<file path="config.mk">
export PLATFORM = sky130hd
export DESIGN_NAME = fir_out_requant
export DESIGN_NICKNAME = d
export VERILOG_FILES = /design/src/rtl/fir_out_requant.sv
export SDC_FILE = /design/constraint.sdc
export NUM_CORES = 1
export LEC_CHECK = 0
export BUFFER_PORTS_ARGS = -buffer_cell sky130_fd_sc_hd__buf_2
export CORE_MARGIN = 3
export CORE_UTILIZATION = 56
export CTS_CLUSTER_SIZE = 10
export DETAILED_ROUTE_END_ITERATION = 7
export PLACE_DENSITY = 0.85
export REMOVE_ABC_BUFFERS = 1
export SLEW_MARGIN = 20
export SYNTH_ARGS = -nofsm -noshare
export SYNTH_HDL_FRONTEND = slang
export SYNTH_SLANG_ARGS = --single-unit
</file>
<file path="constraint.sdc">
create_clock -name clk -period 2.7 [get_ports clk]
set_input_delay 0.135 -clock clk [delete_from_list [all_inputs] [get_ports clk]]
set_output_delay 0.135 -clock clk [all_outputs]
set_load 0.05 [all_outputs]
</file>
<file path="src/rtl/fir_out_requant.sv">
// Decimating requantiser behind fir_filter: keeps every DECIM-th valid sample,
// rounds/saturates it to WIDTH_O bits and queues it in a small valid/ready FIFO.
module fir_out_requant #(
  parameter int WIDTH_Y = 12,
  parameter int WIDTH_O = 8,
  parameter int SHIFT   = 4,
  parameter int DECIM   = 2,
  parameter int DEPTH   = 4
) (
  input  logic                               clk,
  input  logic                               rstn,
  input  logic signed [WIDTH_Y-1:0]          y,
  input  logic                               y_valid,
  output logic signed [WIDTH_O-1:0]          m_data,
  output logic                               m_valid,
  input  logic                               m_ready,
  output logic [$clog2(DEPTH+1)-1:0]         count,
  output logic                               sat,
  output logic                               overflow
);

  localparam int PW    = (DECIM > 1) ? $clog2(DECIM) : 1;
  localparam int AW    = $clog2(DEPTH);
  localparam int CW    = $clog2(DEPTH + 1);
  localparam int RW    = WIDTH_Y + 1;
  localparam int O_MAX = 2 ** (WIDTH_O - 1) - 1;
  localparam int O_MIN = -(2 ** (WIDTH_O - 1));
  localparam logic signed [RW-1:0] RND = RW'(2 ** (SHIFT - 1));

  logic [PW-1:0]              phase_q, phase_d;
  logic [WIDTH_O-1:0]         q_q, q_d;
  logic                       q_v_q, q_v_d;
  logic                       q_sat_q, q_sat_d;
  logic [AW-1:0]              wr_ptr_q, wr_ptr_d;
  logic [AW-1:0]              rd_ptr_q, rd_ptr_d;
  logic [CW-1:0]              count_q, count_d;
  logic                       sat_q, sat_d;
  logic                       overflow_q, overflow_d;
  logic [WIDTH_O-1:0]         mem_q [DEPTH];

  logic signed [RW-1:0]       y_ext;
  logic signed [RW-1:0]       sum;
  logic signed [RW-1:0]       r;
  logic                       keep;
  logic                       full;
  logic                       pop;
  logic                       wr_en;
  logic                       drop;

  // Extra headroom bit so the rounding offset can never wrap the sum.
  assign y_ext = RW'(y);
  assign sum   = y_ext + RND;
  assign r     = sum >>> SHIFT;
  assign keep  = y_valid && (phase_q == '0);

  assign full  = (count_q == CW'(DEPTH));
  assign pop   = m_valid && m_ready;
  // A pop in the same cycle frees the slot, so a full FIFO still accepts.
  assign wr_en = q_v_q && (!full || pop);
  assign drop  = q_v_q && full && !pop;

  // NOTE: every always_comb output gets a default first, so no path can infer a latch.
  always_comb begin
    phase_d = phase_q;
    if (y_valid) begin
      phase_d = (phase_q == PW'(DECIM - 1)) ? '0 : phase_q + PW'(1);
    end

    q_v_d   = keep;
    q_sat_d = 1'b0;
    q_d     = r[WIDTH_O-1:0];
    if (int'(r) > O_MAX) begin
      q_d     = WIDTH_O'(O_MAX);
      q_sat_d = 1'b1;
    end else if (int'(r) < O_MIN) begin
      q_d     = WIDTH_O'(O_MIN);
      q_sat_d = 1'b1;
    end
  end

  always_comb begin
    wr_ptr_d   = wr_en ? wr_ptr_q + AW'(1) : wr_ptr_q;
    rd_ptr_d   = pop ? rd_ptr_q + AW'(1) : rd_ptr_q;
    count_d    = count_q;
    case ({wr_en, pop})
      2'b10:   count_d = count_q + CW'(1);
      2'b01:   count_d = count_q - CW'(1);
      default: count_d = count_q;
    endcase
    // Dropped saturated samples still report saturation.
    sat_d      = q_v_q && q_sat_q;
    overflow_d = overflow_q || drop;
  end

  // NOTE: sequential state uses non-blocking assignments so all flops update together.
  always_ff @(posedge clk or negedge rstn) begin
    if (!rstn) begin
      phase_q    <= '0;
      q_q        <= '0;
      q_v_q      <= 1'b0;
      q_sat_q    <= 1'b0;
      wr_ptr_q   <= '0;
      rd_ptr_q   <= '0;
      count_q    <= '0;
      sat_q      <= 1'b0;
      overflow_q <= 1'b0;
    end else begin
      phase_q    <= phase_d;
      q_q        <= q_d;
      q_v_q      <= q_v_d;
      q_sat_q    <= q_sat_d;
      wr_ptr_q   <= wr_ptr_d;
      rd_ptr_q   <= rd_ptr_d;
      count_q    <= count_d;
      sat_q      <= sat_d;
      overflow_q <= overflow_d;
    end
  end

  // NOTE: the storage array has no reset; entries are only read once count says they hold data.
  always_ff @(posedge clk) begin
    if (wr_en) begin
      mem_q[wr_ptr_q] <= q_q;
    end
  end

  assign m_valid  = (count_q != '0);
  assign m_data   = m_valid ? $signed(mem_q[rd_ptr_q]) : '0;
  assign count    = count_q;
  assign sat      = sat_q;
  assign overflow = overflow_q;

endmodule

</file>
==> Flow_metrics.wiki <==
{| class="wikitable"
! Metric !! Value
|-
| Outcome || completed
|-
| Root cell of the clock tree || clkbuf_8
|-
| Startpoint type of the worst setup path || register
|-
| N_diodes || 0
|-
| Number of distinct standard cells referenced by the synthesized netlist || between 40 and 50
|-
| Worst rel slew slack || 60.8%
|-
| Buffers inserted during post-CTS setup optimization || 0
|-
| Detailed-route DRC error count || 0
|-
| Fraction of synthesis flops using an asynchronous set or reset pin || 38.5%
|-
| CTS max path bufs || 2
|-
| Reported leakage power || 1.01 nW
|-
| Period utilisation layout || 78.1%
|-
| Crit path required time || 2.57 ns
|-
| Routability congestion estimate from global placement || 0.843
|-
| Max Clock Freq || around 0.47 GHz
|-
| Net count, final || 200
|-
| Worst-case register-to-register setup slack || 0.61 ns
|-
| GR Overflow Total || 0
|-
| Dominant cell type by area after synthesis || edfxtp_1
|-
| Pwr per Cell Area || 1080 mW/mm2
|-
| Average wire length per cell after detail routing || between 15 and 20 um
|-
| Kind of end point of the critical path || primary output
|-
| Dominant register cell in the synthesized netlist || edfxtp_1
|-
| Number of nets still failing antenna checks after routing || 0
|-
| HPWL Detailed || 2.60 mm
|-
| Clock transition at path regs || 0.08 ns
|-
| Minimum clock period || 2.11 ns
|-
| Number of flops mapped to enable cells by yosys || 32
|-
| Number of storage elements in the synthesis netlist || 52
|-
| Number of port buffers || 26
|-
| X dimension of the die || 70.2 um
|-
| Die Y-Extent || 70.2 um
|-
| Starting density of the core || 60.4%
|-
| Post-synthesis instance area || 0.00231 mm2
|-
| Worst setup path endpoint || m_data[6]
|-
| Most numerous cell types in the synthesized netlist || edfxtp_1, dfrtp_1, and2_1
|-
| Top-count cell post-synth || edfxtp_1
|-
| RSZ-0062 raised after global routing || no
|-
| Total clock buffers created by CTS || 5
|-
| Synth Warn # || 0
|-
| CTS H-Tree Depth || 2
|-
| I/O pin count || 30
|-
| Max-cap check violation count || 0
|-
| Detailed-route via count || 1,268
|-
| Sum of negative setup slack || 0 ns
|-
| Number of global-route vias before repair || 1,251
|-
| Fraction of post-synthesis cell area in the top cell type by area || 41.6%
|-
| Fraction of layout cells with a size suffix above 1 || between 20% and 30%
|-
| Path category of the worst min-delay check || in2reg
|-
| Worst reg2reg path startpoint || count[0]$_DFFE_PN0P_
|-
| Count of final setup violators || 0
|-
| First-pass GRT wire length || 5.96 mm
|-
| Worst reg2reg endpoint || count[2]$_DFFE_PN0P_
|-
| Placed Cells incl. Taps || 217
|-
| Row Count || 22
|-
| Count of mapped cells out of synthesis || 149
|-
| Maximum vdd ir drop || 0.000522 V
|-
| Gr usage total || 16.1%
|-
| Seq/Total Area, Yosys || a little over three fifths
|-
| Detailed-routing iteration count for the pre-antenna-repair pass || 4
|-
| Clock latency reported for the late side of the worst-skew pair || 0.30 ns
|-
| Worst EP arrival || between 1.5 and 2 ns
|-
| Fin Clk Skew || 0.0104 ns
|-
| Transition time at the pin with the least slew margin || 0.588 ns
|-
| Number of clock sinks || 52
|-
| CTS tree || yes
|-
| Die Footprint || 0.00493 mm2
|-
| Path depth of the worst reg2reg path || 9
|-
| Antenna violations before repair || 0
|-
| Final std cells w/o fill || 226
|-
| Final count of hold timing violations || 0
|-
| WS Path Type || reg2out
|-
| Overall routed net length || 3.52 mm
|-
| Average instance area after synthesis || about 16 um2
|-
| Top fanout value on the critical path || 10
|-
| Final standard cell utilization of the core || about 67%
|-
| Worst Setup SP || rd_ptr_q[0]$_DFFE_PN0N_
|-
| Core area || around 0.0038 mm2
|-
| Initial detailed-routing violation count || 50
|-
| Synth-to-layout area growth || 11.5%
|-
| Vias per inst || 5.61
|-
| Largest net degree at the start of global routing || 21
|-
| Top cells by area in the synthesized netlist || edfxtp_1, dfrtp_1, mux4_2, and2_1, ha_1
|-
| Number of pins with negative max-slew slack in the final report || 0
|}
layout make-up:
cell class                      count  area [um2]
Tap cell                           48        60.1
Inverter                            8        30.0
Sequential cell                    52        1460
Multi-Input combinational cell     83         776
Clock buffer                        6        72.6
Clock inverter                      2        35.0
Fill cell                         271        1250
Timing Repair Buffer               27         140
cells in the final DEF, fill, tap and decap left out, types with 2 or more instances in the layout:
cell and count:
nor2_1 5, edfxtp_1 32, o21a_1 3, ha_1 6, a31oi_1 6, mux4_2 8
inv_1 8, and4_1 2, xor2_1 5, nand2_1 2, o211ai_1 2, and2_1 14
xnor2_1 3, buf_2 26, mux2i_1 2, nand3_1 2, nand3_2 2, clkbuf_8 5
dfrtp_1 20
flip-flops by register name, summed over array words and instances, names as in the netlist:
name      cells
q_q           8
wr_ptr_q      2
mem_q        32
q_v_q         1
phase_q       1
count         3
rd_ptr_q      2
overflow      1
sat           1
q_sat_q       1
per-layer routing:
metal	part of all wire, %	vias up	global-route usage (%)
li1	-	612	-
met1	43	611	19.3
met2	51	35	26.1
met3	4.2	10	4.32
met4	2.2	0	8.94
met5	0	-	0
cells by family after synthesis:
group | after synthesis | share of synthesized area, %
DFF | 52 | 63.3
and+or+nand+nor | 36 | 10.6
AOI/OAI and AO/OA | 21 | 6.55
buffers and inverters | 14 | 3.14
muxes | 11 | 9.32
xor gates and xnor gates | 8 | 3.03
adders and majority gates | 7 | 4.12
stage by stage:
step / total power, mW / hold WS, ns / worst slack, ns / cell area (um2)
4_1_cts: 2.82 / 0.0121 / 0.543 / 2570
5_1_grt: 2.95 / 0.0174 / 0.417 / 2570
3_3_place_gp: 2.28 / 0.0938 / 0.692 / 2460
6_report: 2.79 / 0.0206 / 0.591 / 2570
2_1_floorplan: 2.06 / -0.161 / 0.410 / 2270
3_5_place_dp: 2.32 / 0.107 / 0.605 / 2460
worst max-delay path: stages (launching register included):
cell and delay [ns]:
dfrtp_1 0.72, mux4_2 0.59, and2_1 0.17, buf_2 0.20
where the power goes:
part           internal (mW)  switching (mW)  total (mW)  leakage [nW]
clock network          0.275           0.228       0.503        0.0552
registers               1.01           0.150        1.16         0.529
logic                  0.409           0.720        1.13         0.430
total                   1.69            1.10        2.79          1.01
worst min path at each step:
stage                  from                      end  slack (ns)  cells past startpoint
finish              y_valid      phase_q$_DFFE_PN0P_        0.02                      2
global route        y_valid      phase_q$_DFFE_PN0P_        0.02                      2
CTS                 y_valid      phase_q$_DFFE_PN0P_        0.01                      2
detailed placement     rstn  rd_ptr_q[0]$_DFFE_PN0N_        0.11                      1
global placement       rstn  rd_ptr_q[0]$_DFFE_PN0N_        0.09                      1
floorplan              rstn     count[0]$_DFFE_PN0P_       -0.16                      0
what timing repair did:
| item | 4_1_cts | 5_1_grt |
|---|---|---|
| endpoints found under the hold margin | 20 | 0 |
| hold buffers | 1 | 0 |
| gates resized for setup | 0 | 0 |
(Power assumes the default switching activity.)
